==> config.mk <==
export PLATFORM = sky130hd
export DESIGN_NAME = rs_enc_ctrl
export DESIGN_NICKNAME = d
export VERILOG_FILES = /design/src/rtl/rs_pkg.sv /design/src/rtl/rs_sym_cnt.sv /design/src/rtl/rs_enc_ctrl.sv
export SDC_FILE = /design/constraint.sdc
export NUM_CORES = 1
export LEC_CHECK = 0
export BUFFER_PORTS_ARGS = -buffer_cell sky130_fd_sc_hd__buf_2
export CAP_MARGIN = 20
export CORE_MARGIN = 3
export CORE_UTILIZATION = 40
export DETAILED_ROUTE_END_ITERATION = 7
export HOLD_SLACK_MARGIN = 0.06
export PLACE_DENSITY = 0.71
export SETUP_SLACK_MARGIN = 0.4
export SLEW_MARGIN = 15
export SYNTH_ARGS = -nofsm -noshare
export SYNTH_HDL_FRONTEND = slang
export SYNTH_SLANG_ARGS = --single-unit
==> constraint.sdc <==
create_clock -name clk -period 2.9 [get_ports clk]
set_clock_uncertainty 0.2 [all_clocks]
set_input_delay 0.29 -clock clk [delete_from_list [all_inputs] [get_ports clk]]
set_output_delay 0.29 -clock clk [all_outputs]
set_load 0.01 [all_outputs]
==> src/rtl/rs_pkg.sv <==
// Constants, state encoding and GF(2^8) helpers shared by the RS(255,239) encoder
// controller and the LFSR remainder datapath it sequences.
package rs_pkg;
  localparam int RS_N  = 255;
  localparam int RS_K  = 239;
  localparam int RS_P  = RS_N - RS_K;
  localparam int SYM_W = 8;

  // Low byte of the field polynomial x^8 + x^4 + x^3 + x^2 + 1.
  localparam logic [SYM_W-1:0] GF_POLY_LO = 8'h1D;

  typedef enum logic [1:0] {
    ST_CLR = 2'd0,
    ST_MSG = 2'd1,
    ST_PAR = 2'd2
  } rs_state_e;

  function automatic logic [SYM_W-1:0] gf_mul(input logic [SYM_W-1:0] a,
                                              input logic [SYM_W-1:0] b);
    logic [SYM_W-1:0] acc;
    logic [SYM_W-1:0] x;
    acc = '0;
    x   = a;
    for (int i = 0; i < SYM_W; i++) begin
      if (b[i]) acc = acc ^ x;
      x = x[SYM_W-1] ? ({x[SYM_W-2:0], 1'b0} ^ GF_POLY_LO) : {x[SYM_W-2:0], 1'b0};
    end
    return acc;
  endfunction

  // Coefficient j of the monic generator g(x) = prod_{i<p} (x + alpha^i), alpha = 2.
  function automatic logic [SYM_W-1:0] rs_gen_coef(input int p, input int j);
    logic [SYM_W-1:0] g [0:RS_N];
    logic [SYM_W-1:0] root;
    for (int i = 0; i <= RS_N; i++) g[i] = '0;
    g[0] = 8'h01;
    root = 8'h01;
    for (int i = 0; i < p; i++) begin
      for (int k = i + 1; k >= 1; k--) g[k] = g[k-1] ^ gf_mul(g[k], root);
      g[0] = gf_mul(g[0], root);
      root = gf_mul(root, 8'h02);
    end
    return g[j];
  endfunction
endpackage

==> src/rtl/rs_sym_cnt.sv <==
// Symbol counter shared by the message and parity phases: counts enabled steps up to
// a selectable limit, flags the terminal count and wraps to zero on it.
module rs_sym_cnt
#(
  parameter int CW = 8
) (
  input  logic          clk,
  input  logic          rst,
  input  logic          clr,
  input  logic          en,
  input  logic [CW-1:0] limit,
  output logic [CW-1:0] cnt,
  output logic          tc
);
  logic [CW-1:0] cnt_q, cnt_d;

  assign tc  = (cnt_q == limit);
  assign cnt = cnt_q;

  always_comb begin
    cnt_d = cnt_q;
    if (clr)     cnt_d = '0;
    else if (en) cnt_d = tc ? '0 : cnt_q + CW'(1);
  end

  always_ff @(posedge clk) begin
    if (rst) cnt_q <= '0;
    else     cnt_q <= cnt_d;
  end
endmodule

==> src/rtl/rs_enc_ctrl.sv <==
// Sequencer for the systematic RS encoder LFSR: passes K message symbols through while
// dividing, then shifts out P parity symbols with feedback gated off.
//   state | meaning
//   CLR   | one cycle, clear all remainder registers
//   MSG   | pass-through of message symbols, LFSR in feedback mode
//   PAR   | shift parity out of the LFSR with zero fill
module rs_enc_ctrl
  import rs_pkg::*;
#(
  parameter int N  = RS_N,
  parameter int K  = RS_K,
  parameter int CW = 8
) (
  input  logic             clk,
  input  logic             rst,
  input  logic             abort,
  input  logic             s_valid,
  output logic             s_ready,
  input  logic [SYM_W-1:0] s_data,
  output logic             m_valid,
  input  logic             m_ready,
  output logic [SYM_W-1:0] m_data,
  output logic             m_last,
  input  logic [SYM_W-1:0] par_sym,
  output logic             lfsr_en,
  output logic             lfsr_fb,
  output logic             lfsr_clr,
  output logic [CW-1:0]    sym_idx,
  output logic             busy
);
  localparam int P = N - K;

  if (P < 1) begin : g_bad_p
    $error("rs_enc_ctrl: N-K must be at least 1");
  end
  if ((2 ** CW) <= K || (2 ** CW) <= P) begin : g_bad_cw
    $error("rs_enc_ctrl: CW too narrow for K or P");
  end

  rs_state_e     state_q, state_d, state_dec;
  logic          busy_q, busy_d;
  logic          cnt_clr, cnt_en, cnt_tc;
  logic [CW-1:0] cnt, cnt_lim;

  assign cnt_lim = (state_q == ST_PAR) ? CW'(P - 1) : CW'(K - 1);

  rs_sym_cnt #(.CW(CW)) u_cnt (
    .clk   (clk),
    .rst   (rst),
    .clr   (cnt_clr),
    .en    (cnt_en),
    .limit (cnt_lim),
    .cnt   (cnt),
    .tc    (cnt_tc)
  );

  always_comb begin
    // While rst is high the outputs already look like CLR.
    state_dec = rst ? ST_CLR : state_q;
    state_d   = state_q;
    busy_d    = busy_q;
    cnt_clr   = 1'b0;
    cnt_en    = 1'b0;
    s_ready   = 1'b0;
    m_valid   = 1'b0;
    m_data    = '0;
    m_last    = 1'b0;
    lfsr_en   = 1'b0;
    lfsr_fb   = 1'b0;
    lfsr_clr  = 1'b0;
    case (state_dec)
      ST_CLR: begin
        lfsr_clr = 1'b1;
        cnt_clr  = 1'b1;
        state_d  = ST_MSG;
      end
      ST_MSG: begin
        s_ready = m_ready;
        m_valid = s_valid;
        m_data  = s_data;
        lfsr_fb = 1'b1;
        lfsr_en = s_valid && m_ready;
        cnt_en  = lfsr_en;
        if (lfsr_en) begin
          busy_d = 1'b1;
          if (cnt_tc) state_d = ST_PAR;
        end
      end
      ST_PAR: begin
        m_valid = 1'b1;
        m_data  = par_sym;
        m_last  = cnt_tc;
        lfsr_en = m_ready;
        cnt_en  = m_ready;
        // Zero-fill shifts leave the remainder cleared, so no CLR between codewords.
        if (m_ready && cnt_tc) begin
          busy_d  = 1'b0;
          state_d = ST_MSG;
        end
      end
      default: begin
        cnt_clr = 1'b1;
        state_d = ST_CLR;
      end
    endcase
    if (abort && !rst) begin
      s_ready = 1'b0;
      m_valid = 1'b0;
      m_last  = 1'b0;
      lfsr_en = 1'b0;
      cnt_en  = 1'b0;
      cnt_clr = 1'b1;
      busy_d  = 1'b0;
      state_d = ST_CLR;
    end
  end

  always_ff @(posedge clk) begin
    if (rst) begin
      state_q <= ST_CLR;
      busy_q  <= 1'b0;
    end else begin
      state_q <= state_d;
      busy_q  <= busy_d;
    end
  end

  assign sym_idx = rst ? '0 : cnt;
  assign busy    = busy_q;
endmodule

### Word level (Yosys, flattened, before mapping)

Index checks and enable logic that the tools add are counted.

| cells by class | value |
|---|---|
| $add $sub $neg | 1 |
| multiply operators | 0 |
| div/mod/pow operators | 0 |
| order comparisons | 0 |
| equality and inequality tests | 7 |
| shift operators | 0 |
| mux-type cells | 24 |
| bitwise operators | 0 |
| reduce and logical (&&, ||, !) cells | 11 |

Operators with widths:

| cell | number |
|---|---|
| 8-bit two-way mux | 3 |
| 8-bit one-hot mux with 2 select lines | 1 |
| 1-bit two-way mux | 12 |
| 8-bit by 1-bit adder with 8-bit output, second input constant | 1 |
| 8-bit equality test | 1 |
| 2-bit two-way mux | 4 |
| 2-bit != test, second input constant | 3 |
| 1-bit one-hot mux with 2 select lines | 3 |
| 2-bit one-hot mux with 3 select lines | 1 |
| 3-bit AND reduction | 2 |
| 2-bit OR reduction | 3 |
| 2-bit equality test, second input constant | 2 |
| 1-bit logical AND | 3 |
| 2-bit by 1-bit equality test with 1-bit output, second input constant | 1 |
| 2-bit logical NOT | 1 |
| 2-bit nonzero test | 1 |
| 1-bit logical NOT | 1 |

| word-level totals | value |
|---|---|
| register bits after elaboration | 11 |
| bits in latches | 0 |
| memory bits (writable) | 0 |
| ROM bits | 0 |
| input bits | 21 |
| output and inout port bits | 23 |
| word-level logic and storage cells | 46 |
| memories | 0 |

### Logic depth before layout (Yosys ltp)

Gate-level depths: netlist of the first run.

| logic depth | value |
|---|---|
| depth in word-level cells | 6 |
| depth in mapped cells | 10 |
| mapped depth without buffers | 8 |

### Cells and area by module

A second synthesis of the first run with hierarchy kept.

| unflattened totals | value |
|---|---|
| cells, all modules | 114 |
| area, all modules | 899.6 um^2 |

Modules (own cells, without submodules):

| module | times used | cells each | area an instance (um^2) | seq. area each (um^2) |
|---|---|---|---|---|
| rs_enc_ctrl | 1 | 65 | 451.7 | 60.1 |
| rs_sym_cnt | 1 | 49 | 447.9 | 160.2 |

### Worst setup path after synthesis of the first run

OpenSTA, ideal clock, no wires.

| path | value |
|---|---|
| path kind | input -> register |
| start point | in rst |
| end point | reg u_cnt.cnt_q[5] (netlist: u_cnt.cnt[5]) |
| setup time | 0.071 ns |
| data arrival time | 1.943 ns |
| required time | 2.629 ns |
| setup slack | 0.686 ns |
| stages on the path | 7 |
| path buffers | 1 |
| cells stage by stage | clkbuf_1 > nand2b_1 > ha_1 > a21oi_1 > nand4b_4 > or4_1 > a21oi_1 |

| on the way | value |
|---|---|
| longest elaborated chain between the ends | 6 |
| elaborated cells on any way between the ends | 11 |
| those cells by class | 2 x eq/ne; 5 x mux; 4 x reduce/logical |

Ends and longest elaborated chain:

| what | RTL line | source |
|---|---|---|
| start: declaration | rs_enc_ctrl.sv:15 | `input logic rst,` |
| 2-bit two-way mux | rs_enc_ctrl.sv:59 | `state_dec = rst ? ST_CLR : state_q;` |
| 2-bit equality test or 2-bit by 1-bit equality test with 1-bit output (tied branches) | rs_enc_ctrl.sv:71 | `case (state_dec)` |
| 2-bit OR reduction (no source line) | -- |  |
| 1-bit two-way mux | rs_enc_ctrl.sv:71 |  |
| 1-bit two-way mux | rs_enc_ctrl.sv:106 | `if (abort && !rst) begin` |
| 2-bit OR reduction (no source line) | -- |  |
| end signal: assignment | rs_sym_cnt.sv:28 | `else cnt_q <= cnt_d;` |
| end: declaration | rs_sym_cnt.sv:15 | `logic [CW-1:0] cnt_q, cnt_d;` |

Parallel ways exist; a longest one is shown, timed or not.
A chain may end at the register's enable or synchronous reset.

### Worst setup path after layout of the first run

| path | value |
|---|---|
| start point | reg u_cnt.cnt_q[0] (netlist: u_cnt.cnt[0]) |
| end point | out m_last |

| on the way | value |
|---|---|
| longest elaborated chain between the ends | 3 |

Ends and longest elaborated chain:

| what | RTL line | source |
|---|---|---|
| 8-bit equality test | rs_sym_cnt.sv:17 | `assign tc = (cnt_q == limit);` |
| 1-bit two-way mux | rs_enc_ctrl.sv:71 |  |
| 1-bit two-way mux | rs_enc_ctrl.sv:106 |  |
| end: declaration | rs_enc_ctrl.sv:23 | `output logic m_last,` |

Every way passes these cells.

==> results of run 1 <==
[cells by family (layout without fill, tap and decap cells)]
family / count (synthesis) / after routing / synth area share
flip-flops: 11 / 11 / 0.243
AND/OR/NAND/NOR: 56 / 56 / 0.379
AO/OA/AOI/OAI: 33 / 33 / 0.250
adder cells (fa/ha/maj): 4 / 4 / 0.0552
multiplexers: 2 / 2 / 0.0262
buffers and inverters: 11 / 56 / 0.0469
[critical path, cell delays in order (launching register included)]
cell                      delay, ns
sky130_fd_sc_hd__dfxtp_1       0.48
sky130_fd_sc_hd__and4b_1       0.24
sky130_fd_sc_hd__mux2i_2       0.37
sky130_fd_sc_hd__nor2_1        0.11
sky130_fd_sc_hd__and3_1        0.20
sky130_fd_sc_hd__buf_2         0.13
[final timing paths]
| kind | to | slack [ns] | cells after the start |
|---|---|---|---|
| hold / removal | state_q[1] | 0.13 | 2 |
| hold reg to reg | busy | 0.31 | 2 |
| setup / recovery | m_last | 0.61 | 5 |
| setup reg to reg | u_cnt.cnt[5] | 0.78 | 7 |
[Yosys cell counts, drive strengths merged, types with 2 or more instances]
| master | count | share of area |
|---|---|---|
| and3 | 2 | 0.014 |
| inv | 6 | 0.025 |
| nand3 | 3 | 0.017 |
| ha | 4 | 0.055 |
| nand2b | 4 | 0.028 |
| nor2b | 17 | 0.12 |
| o31ai | 2 | 0.017 |
| o211ai | 2 | 0.017 |
| or3 | 5 | 0.034 |
| dfxtp | 11 | 0.24 |
| o21ai | 5 | 0.028 |
| clkbuf | 4 | 0.017 |
| nand4b | 2 | 0.036 |
| mux2i | 2 | 0.026 |
| nor2 | 6 | 0.025 |
| nand2 | 10 | 0.041 |
| a22oi | 8 | 0.066 |
| or4 | 2 | 0.017 |
| a21oi | 9 | 0.050 |
[state kept, by name, indices dropped and copies added (netlist names)]
name	count
u_cnt.cnt	8
busy	1
state_q	2
[layout by cell type (no fill, tap or decap), types with 2 or more instances in the layout]
master and count:
sky130_fd_sc_hd__ha_1 4, sky130_fd_sc_hd__a22oi_1 8, sky130_fd_sc_hd__inv_1 6, sky130_fd_sc_hd__dfxtp_1 11, sky130_fd_sc_hd__buf_4 3, sky130_fd_sc_hd__nand3_1 3, sky130_fd_sc_hd__o31ai_1 2, sky130_fd_sc_hd__nand2_1 10
sky130_fd_sc_hd__nor2_1 6, sky130_fd_sc_hd__buf_2 43, sky130_fd_sc_hd__clkbuf_4 3, sky130_fd_sc_hd__or3_1 5, sky130_fd_sc_hd__o211ai_1 2, sky130_fd_sc_hd__nor2b_1 17, sky130_fd_sc_hd__or4_1 2, sky130_fd_sc_hd__and3_1 2
sky130_fd_sc_hd__a21oi_1 9, sky130_fd_sc_hd__nand2b_1 4, sky130_fd_sc_hd__o21ai_0 5
[cell type report]
| class | count | share of cell area |
|---|---|---|
| Timing Repair Buffer | 46 | 0.201 |
| Inverter | 6 | 0.0190 |
| Tap cell | 27 | 0.0285 |
| Multi-Input combinational cell | 95 | 0.544 |
| Sequential cell | 11 | 0.186 |
| Clock buffer | 4 | 0.0222 |
[per-stage QoR]
stage	setup slack (ns)	std cells	utilization
after floorplan	0.686	117	-
after global placement	0.667	185	0.562
after detailed placement	0.583	185	0.562
after CTS	0.599	189	0.575
after global routing	0.515	189	0.575
final	0.607	189	0.575
[where the power goes]
part | switching, mW | leakage, nW | internal (mW)
combinational | 0.0225 | 0.411 | 0.0208
clock | 0.0515 | 0.0150 | 0.0533
sequential | 0.00101 | 0.0888 | 0.152
[routing by layer]
| metal | part of all wire | up-vias |
|---|---|---|
| met5 | 0 | - |
| met4 | 0.0053 | 0 |
| met3 | 0.044 | 2 |
| met2 | 0.46 | 23 |
| met1 | 0.49 | 487 |
| li1 | - | 517 |
==> summary.txt, run 1 <==
Status
  • Result of the run: completed

Timing
  • Post-route worst hold slack: 0.126 ns
  • Min Clock Period, post-route: 2.29 ns
  • Number of pins exceeding their max-slew limit in the final report: 0
  • Peak clock frequency supported by timing: between 400 and 500 MHz
  • Actual transition at the worst max-transition pin: 0.481 ns
  • Final count of hold timing violations: 0
  • Final setup violating endpoints: 0
  • Max-slew headroom: 0.679
  • Unrepaired setup endpoints after global routing: false
  • Final period utilization: 0.791
  • Final sum of negative setup slack: 0 ns

Routing
  • Via density per instance: 5.44
  • First-pass iteration count of the detailed router: 4
  • Antenna viol nets, final: 0
  • DR iter-0 viols: 30
  • WL/cell: 12.9 um
  • Count of unresolved DRC violations after routing: 0
  • Total wire length: 2.44 mm
  • Via total after detailed routing: 1029

Die
  • I/O pins: 44
  • Vert. Die Dim: 53.6 um
  • Initial standard-cell utilization of the core: 0.440
  • Horizontal extent of the die: between 50 and 60 um
  • Core Region: 2060 um2
  • Die Footprint: 2880 um2
  • Number of cell rows: 16

Power
  • Leakage component of the power: 0.515 nW
  • VDD IR-drop max: roughly 0.20 mV
  • Power per unit of standard cell area: 254 nW/um2
  • Post-layout total power: 0.301 mW

Final layout
  • Filler cells: just under 200
  • Final std cell area, no fill: 1180 um2
  • Layout overhead on the synthesized area: 30.6%
  • Fraction of layout cells with a size suffix above 1: 0.327
  • Register Area: around 220 um2
  • Area of combinational cells with multiple inputs: 644 um2
  • Net count reported at finish: 188
  • Number of diodes: 0

Synthesis
  • Synthesis warning total: 0
  • Synthesized area per cell: 7.75 um2
  • Synthesized net count: 142
  • Proportion of register bits with asynchronous set or reset after synthesis: 0
  • Flop and latch count out of synthesis: 11
  • Sequential cell area fraction in the yosys report: 0.243
  • Number of enable-type register cells in the synthesized netlist: 0
  • Number of different library cells in the post-synthesis netlist: 34
  • Synth Instances: between 100 and 150
  • Post-Syn Area: ~910 um2
  • Top_reg_cell synth: sky130_fd_sc_hd__dfxtp_1

Global route
  • Tot GR Track Use: 0.177
  • Antenna violations before repair: 0
  • Met1 track demand over resource in global routing: 0.255
  • Most heavily used metal layer in global routing: met2
  • Total overflow reported by the global router: 0
  • Number of global-route vias before repair: between 800 and 900
  • Met2 track utilization from global routing: 0.271
  • Grt met3 use: 0.0332
  • Global-route wire length before repair: 3.88 mm
  • Largest net degree at the start of global routing: 17

Clock tree
  • TritonCTS sink count: 11
  • Insertion delay of the later-clocked pin in the worst-skew pair: 0.27 ns
  • Post-CTS Setup Inserts: 0
  • CTS hold repair buffers: 0
  • TritonCTS buffer count: 3
  • CTS tree: built
  • Root buffer selected by CTS: sky130_fd_sc_hd__clkbuf_4
  • Post-CTS clock slew at the launch and capture registers of the worst setup and hold paths: 0.07 ns
  • Maximum level of the CTS H-tree: 1
  • Resized Gates After CTS: 0
  • Max clock buf depth: 2

Setup path
  • Worst-path fanout max: 8
  • Launch point of the critical path: u_cnt.cnt[0]
  • Kind of critical path: flip-flop to output pin
  • Required time of the worst setup path: 2.41 ns
  • Critical register-to-register path startpoint: state_q[0]
  • Nature of the critical path endpoint: output pin
  • Critical path data arrival time: 1.80 ns
  • Startpoint kind of the worst setup timing path: flip-flop

Worst hold path
  • Startpoint of the most critical hold path: m_ready
  • Min-delay worst type: input pin to flip-flop

Job
  • Number of max-cap violations: 0

Placed design
  • Detailed-placement wirelength estimate: 1.93 mm
  • Placed cell area: 1160 um2
  • Gp weighted congestion: 0.917
  • IO buf count: 43
Power figures use the tool's default switching activity.
==> run 2: changes to the inputs <==
==> constraint.sdc (replaced) <==
create_clock -name clk -period 2.25 [get_ports clk]
set_clock_uncertainty 0.2 [all_clocks]
set_input_delay 0.225 -clock clk [delete_from_list [all_inputs] [get_ports clk]]
set_output_delay 0.225 -clock clk [all_outputs]
set_load 0.01 [all_outputs]
==> run 2 against run 1 <==
Cell area rose by 34%; sequential power increased by 27%; highest routed layer unchanged; sequential cell count unchanged; global-route usage up 8.2 points; hold slack better by 0.011 ns; register-to-register slack lost 0.48 ns; sequential share of layout area decreased by 3.7 points; setup slack got worse by 0.37 ns.
==> summary.txt, run 2 (synthesis results as in run 1) <==
Worst hold path
  • Min-delay worst type: input pin to flip-flop

Final layout
  • Fraction of layout cells with a size suffix above 1: 0.586 (+0.259)
  • Fin cells: 213 (+13%)
  • Layout overhead on the synthesized area: 74.8%
  • Area of combinational cells with multiple inputs: 813 um2 (+26%)
  • Number of diodes: 0 (unchanged)
  • Net count reported at finish: 212 (+13%)
  • Register Area: 236 um2 (+7.4%)
  • Most frequent standard cell in the layout excluding fill and tap cells: sky130_fd_sc_hd__buf_2
  • Filler cells: 143 (-26%)
  • Most used cells in the layout excluding fill and tap cells: sky130_fd_sc_hd__buf_2 (42), sky130_fd_sc_hd__buf_4 (20), sky130_fd_sc_hd__nor2b_1 (17)
  • Final std cell area, no fill: 1590 um2 (+34%)
  • Flip-flop count of the largest register after layout: 8 (unchanged)

Timing
  • Min Clock Period, post-route: roughly 2 ns
  • Actual transition at the worst max-transition pin: 0.419 ns (-0.0622 ns)
  • Unrepaired setup endpoints after global routing: true
  • Max-slew headroom: 0.720 (+0.0409)
  • Final period utilization: 0.893
  • Final count of hold timing violations: 0 (unchanged)
  • Peak clock frequency supported by timing: 498 MHz
  • Final sum of negative setup slack: 0 ns (unchanged)
  • Final setup violating endpoints: 0 (unchanged)
  • Number of pins exceeding their max-slew limit in the final report: 0 (unchanged)

Routing
  • Count of unresolved DRC violations after routing: 0 (unchanged)
  • Via total after detailed routing: 1243 (+21%)
  • Via density per instance: 5.84 (+7.2%)
  • Total wire length: 3.82 mm (+56%)
  • DR iter-0 viols: 66 (+120%)
  • WL/cell: 17.9 um (+39%)
  • First-pass iteration count of the detailed router: 4 (unchanged)
  • Antenna viol nets, final: 0 (unchanged)

Setup path
  • Worst-path fanout max: 6 (-2)
  • Nature of the critical path endpoint: output pin
  • Startpoint kind of the worst setup timing path: flip-flop
  • Critical path data arrival time: 1.58 ns (-0.22 ns)
  • Kind of critical path: flip-flop to output pin
  • Slowest stage cell, crit path: sky130_fd_sc_hd__dfxtp_4
  • Critical Path Max Stage Delay: 0.37 ns (-0.11 ns)
  • Crit-path cells: nor4b_4 > mux2i_4 > nor2_2 > and3_1 > buf_2
  • Required time of the worst setup path: 1.82 ns (-0.59 ns)

Placed design
  • Number of instances in the placed design: 187 (+1.1%)
  • Placed cell area: 1230 um2 (+5.8%)
  • IO buf count: 43 (unchanged)
  • Detailed-placement wirelength estimate: 2.08 mm (+7.5%)
  • Gp weighted congestion: 0.811 (-12%)

Power
  • Power per unit of standard cell area: 268 nW/um2 (+5.4%)
  • Proportion of power drawn by combinational gates: 0.210 (+0.066)
  • Relative contribution of the clock network to total power: 0.334 (-0.014)
  • Post-layout total power: 0.425 mW (+41%)
  • Leakage component of the power: 0.668 nW (+30%)
  • Internal portion of total power: 0.303 mW (+34%)
  • Switching pwr: 0.121 mW (+62%)
  • VDD IR-drop max: 0.241 mV (+23%)
  • Sequential power share: 0.456 (-0.052)
  • Switching part of the total power: 0.286 (+0.0370)

Clock tree
  • Root buffer selected by CTS: sky130_fd_sc_hd__clkbuf_4
  • Max clock buf depth: 2 (unchanged)
  • Maximum level of the CTS H-tree: 1 (unchanged)
  • Insertion delay of the later-clocked pin in the worst-skew pair: 0.28 ns (about the same)
  • Post-CTS clock slew at the launch and capture registers of the worst setup and hold paths: 0.08 ns (about the same)
  • CTS tree: built
  • TritonCTS buffer count: 3 (unchanged)
  • TritonCTS sink count: 11 (unchanged)

Die
  • Horizontal extent of the die: 53.6 um (unchanged)
  • Initial standard-cell utilization of the core: 0.440 (unchanged)
  • Core Region: 2060 um2 (unchanged)
  • Vert. Die Dim: 53.6 um (unchanged)
  • Die Footprint: 2880 um2 (unchanged)
  • I/O pins: 44 (unchanged)
  • Number of cell rows: 16 (unchanged)

Global route
  • Largest net degree at the start of global routing: 8 (-9)
  • Number of global-route vias before repair: 1081 (+22%)
  • Total overflow reported by the global router: 0 (unchanged)
  • Global-route wire length before repair: 5.43 mm (+40%)
  • Tot GR Track Use: 0.259 (+0.0823)
  • Antenna violations before repair: 0 (unchanged)

Status
  • Result of the run: completed

Job
  • Number of max-cap violations: 0 (unchanged)
[run 2: cell count changes in the layout (fill, tap and decap cells not counted), sizes merged]
cell         previous run  this run
buf                    46        69
clkbuf                  4         3
clkinv                  0         1
dlygate4sd3             0         1
[run 2: routing by layer]
layer / vias to the layer above / GRT usage / wire length [um]
met5: - / 0 / 0
met3: 12 / 0.0166 / 209
met1: 593 / 0.354 / 1570
met2: 68 / 0.437 / 1940
met4: 0 / 0.0723 / 97
li1: 570 / - / -
[run 2: repair_timing]
action                                 4_1_cts  5_1_grt
setup endpoints to repair                   21       19
pin swaps                                   12        8
cloned                                       1        0
endpoints found under the hold margin        1        0
setup buffers                               15        5
resized for setup                           25       17
hold buffers                                 1        0
[run 2: final timing paths]
path,start,end,slack (ns),cells past startpoint
max,u_cnt.cnt[6],m_last,0.24,5
min,abort,state_q[0],0.14,3
max reg2reg,state_q[0],u_cnt.cnt[7],0.30,8
min reg2reg,busy,busy,0.33,2
[run 2: area by class of cell]
type                    instances  share of cell area
clock buffers                   3              0.0142
flip-flops and latches         11               0.149
inverters                       6              0.0158
multi-input cells              95               0.513
repair buffers                 70               0.283
well taps                      27              0.0213
clock inverters                 1             0.00316
[run 2: power by group through the flow]
| stage | Combinational, mW | Sequential, mW | Clock, mW |
|---|---|---|---|
| final | 0.0891 | 0.194 | 0.142 |
| after global routing | 0.0939 | 0.194 | 0.154 |
| after CTS | 0.0795 | 0.195 | 0.143 |
| after detailed placement | 0.0637 | 0.202 | 0 |
| after global placement | 0.0619 | 0.202 | 0 |
| after floorplan | 0.0348 | 0.202 | 0 |
[run 2: metrics by stage]
step	hold slack (ns)	worst slack, ns	util
floorplan	0.138	0.382	-
finish	0.137	0.241	0.769
detailed placement	0.311	0.161	0.595
global placement	0.293	0.220	0.595
global route	0.131	0.216	0.769
CTS	0.0798	0.311	0.717
[run 2: critical path, delay by kind of cell (launching register included)]
family / cells / cell delay [ns]
buf+inv: 1 / 0.15
flops: 1 / 0.37
mux: 1 / 0.13
simple gates: 3 / 0.64
==> run 3: changes to the inputs <==
--- a/config.mk
+++ b/config.mk
@@ -7,7 +7,6 @@
 export LEC_CHECK = 0
 export BUFFER_PORTS_ARGS = -buffer_cell sky130_fd_sc_hd__buf_2
 export CAP_MARGIN = 20
-export CORE_MARGIN = 3
 export CORE_UTILIZATION = 40
 export DETAILED_ROUTE_END_ITERATION = 7
 export HOLD_SLACK_MARGIN = 0.06
==> constraint.sdc (replaced) <==
create_clock -name clk -period 2.25 [get_ports clk]
set_clock_uncertainty 0.2 [all_clocks]
set_input_delay 0.1125 -clock clk [delete_from_list [all_inputs] [get_ports clk]]
set_output_delay 0.1125 -clock clk [all_outputs]
set_load 0.01 [all_outputs]
==> run 3 against run 2 <==
Cell area shrank 0.39%; sequential share of layout area shrank 0.099 points; critical path depth grew 1; setup slack gained 0.095 ns; largest cell class unchanged; combinational power shrank 3.9%; die area shrank 14%; core utilization grew 0.45 points; highest routed layer unchanged; total power shrank 1.0%; largest power group unchanged; routed wire length shrank 14%.
==> summary.txt, run 3 (synthesis results as in run 1) <==
Routing
  • Antenna viol nets, final: 0 (unchanged)
  • Total wire length: 3.28 mm (-14%)
  • DR iter-0 viols: 38 (-42%)
  • WL/cell: 15.9 um (-11%)
  • First-pass iteration count of the detailed router: 4 (unchanged)
  • Via total after detailed routing: 1155 (-7.1%)
  • Via density per instance: 5.61 (-3.9%)
  • Count of unresolved DRC violations after routing: 0 (unchanged)

Setup path
  • Buf/Inv on CP: 1 (unchanged)
  • Kind of critical path: flip-flop to flip-flop
  • Required time of the worst setup path: 2.26 ns (+0.44 ns)
  • Worst-path fanout max: 5 (-1)
  • R2R cell count: 6 (-2)
  • Nature of the critical path endpoint: flip-flop
  • R2r setup slk: 0.34 ns (+0.04 ns)
  • Startpoint kind of the worst setup timing path: flip-flop
  • Kind of cell with the highest combined delay on the critical path: simple AND/OR/NAND/NOR gates
  • Slowest stage cell, crit path: sky130_fd_sc_hd__or4_4
  • Critical path data arrival time: 1.93 ns (+0.35 ns)
  • Crit-path cells: nand2b_4 > buf_6 > ha_4 > nand4b_4 > or4_4 > a21oi_2
  • Critical Path Max Stage Delay: 0.46 ns (+0.09 ns)
  • Critical register-to-register path startpoint: state_q[1]
  • Reg2Reg Capture Point: u_cnt.cnt[7]
  • Launch point of the critical path: state_q[1]

Die
  • Number of cell rows: 16 (unchanged)
  • I/O pins: 44 (unchanged)
  • Initial standard-cell utilization of the core: 0.444 (+0.00431)
  • Die Footprint: 2460 um2 (-14%)
  • Horizontal extent of the die: 49.6 um (-7.5%)
  • Vert. Die Dim: 49.6 um (-7.5%)
  • Core Region: 2040 um2 (-0.97%)

Clock tree
  • Post-CTS clock slew at the launch and capture registers of the worst setup and hold paths: 0.08 ns (about the same)
  • Max clock buf depth: 2 (unchanged)
  • Root buffer selected by CTS: sky130_fd_sc_hd__clkbuf_4
  • Maximum level of the CTS H-tree: 1 (unchanged)
  • Insertion delay of the later-clocked pin in the worst-skew pair: 0.28 ns (about the same)
  • TritonCTS sink count: 11 (unchanged)
  • TritonCTS buffer count: 3 (unchanged)
  • CTS tree: built

Timing
  • Peak clock frequency supported by timing: 522 MHz (+5.0%)
  • Final setup violating endpoints: 0 (unchanged)
  • Final period utilization: 0.851 (-0.0421)
  • Min Clock Period, post-route: 1.91 ns (-0.0948 ns)
  • Max-slew headroom: 0.722 (+0.00214)
  • Unrepaired setup endpoints after global routing: true
  • Number of pins exceeding their max-slew limit in the final report: 0 (unchanged)
  • Final sum of negative setup slack: 0 ns (unchanged)
  • Final count of hold timing violations: 0 (unchanged)
  • Actual transition at the worst max-transition pin: 0.416 ns (-0.00320 ns)

Final layout
  • Area of combinational cells with multiple inputs: 855 um2 (+5.1%)
  • Number of diodes: 0 (unchanged)
  • Fraction of layout cells with a size suffix above 1: 0.575 (-0.0106)
  • Most frequent standard cell in the layout excluding fill and tap cells: sky130_fd_sc_hd__buf_2
  • Most used cells in the layout excluding fill and tap cells: sky130_fd_sc_hd__buf_2 (41), sky130_fd_sc_hd__nor2b_1 (14), sky130_fd_sc_hd__nand2_1 (10)
  • Layout overhead on the synthesized area: 74.1%
  • Filler cells: 138 (-3.5%)
  • Register Area: 234 um2 (-1.1%)
  • Net count reported at finish: 205 (-3.3%)
  • Flip-flop count of the largest register after layout: 8 (unchanged)

Global route
  • Antenna violations before repair: 0 (unchanged)
  • Tot GR Track Use: 0.227 (-0.0328)
  • Largest net degree at the start of global routing: 15 (+7)
  • Total overflow reported by the global router: 0 (unchanged)
  • Global-route wire length before repair: 4.37 mm (-19%)
  • Number of global-route vias before repair: 929 (-14%)

Placed design
  • Gp weighted congestion: 0.811 (about the same)
  • IO buf count: 43 (unchanged)
  • Detailed-placement wirelength estimate: 1.81 mm (-13%)

Worst hold path
  • Worst hold stages: 3 (unchanged)
  • Min-delay worst type: input pin to flip-flop
  • Startpoint of the most critical hold path: rst
  • Worst min-delay path endpoint: state_q[0]

Power
  • Leakage component of the power: 0.653 nW (-2.2%)
  • Post-layout total power: 0.420 mW (-1.0%)
  • Power per unit of standard cell area: 266 nW/um2 (-0.62%)
  • VDD IR-drop max: 0.260 mV (+7.7%)

Job
  • Number of max-cap violations: 0 (unchanged)

Status
  • Result of the run: completed
## run 3: tightest hold or removal path, cell delays in order
cell                      delay, ns
sky130_fd_sc_hd__buf_2         0.24
sky130_fd_sc_hd__or3_1         0.16
sky130_fd_sc_hd__mux2i_1       0.07
## run 3: layout make-up
type / count / area share
multi-input combinational: 96 / 0.541
tap: 27 / 0.0214
timing repair buffer: 62 / 0.257
clock buffer: 4 / 0.0166
sequential: 11 / 0.148
inverter: 6 / 0.0158
## run 3: metrics by stage
stage / setup WS, ns / hold slack [ns] / cell area, um2 / instances / util
2_1_floorplan: 0.402 / 0.0241 / 940 / 117 / -
6_report: 0.336 / 0.154 / 1580 / 206 / 0.773
3_5_place_dp: 0.0709 / 0.236 / 1190 / 186 / 0.585
5_1_grt: 0.285 / 0.178 / 1580 / 206 / 0.773
3_3_place_gp: 0.155 / 0.235 / 1190 / 186 / 0.585
4_1_cts: 0.333 / 0.0969 / 1360 / 199 / 0.667
## run 3: power breakdown
part	total [mW]	leakage (nW)	switching (mW)	internal (mW)
Combinational	0.0856	0.546	0.0434	0.0422
Sequential	0.195	0.0921	0.00224	0.193
Clock	0.139	0.0150	0.0705	0.0688
Total	0.420	0.653	0.116	0.304
## run 3: timing repair
item	in CTS	in global routing
setup endpoints to repair	19	20
gates resized for setup	13	41
hold buffers	2	0
buffers inserted	6	7
pin swaps	3	16
endpoints found under the hold margin	5	0
gates cloned	1	0
## run 3: worst max-delay path by stage
stage | cells past startpoint | slack (ns) | end
final | 6 | 0.34 | u_cnt.cnt[7]
after global routing | 7 | 0.29 | u_cnt.cnt[3]
after CTS | 7 | 0.33 | lfsr_en
after detailed placement | 8 | 0.07 | u_cnt.cnt[7]
after global placement | 8 | 0.15 | u_cnt.cnt[5]
after floorplan | 8 | 0.40 | u_cnt.cnt[5]
## run 3: metal layers
| layer | vias up | wire length [um] | GRT usage |
|---|---|---|---|
| met2 | 48 | 1740 | 0.345 |
| met4 | 0 | 21 | 0.0667 |
| li1 | 554 | - | - |
| met1 | 549 | 1350 | 0.310 |
| met3 | 4 | 168 | 0.0617 |
| met5 | - | 0 | 0 |
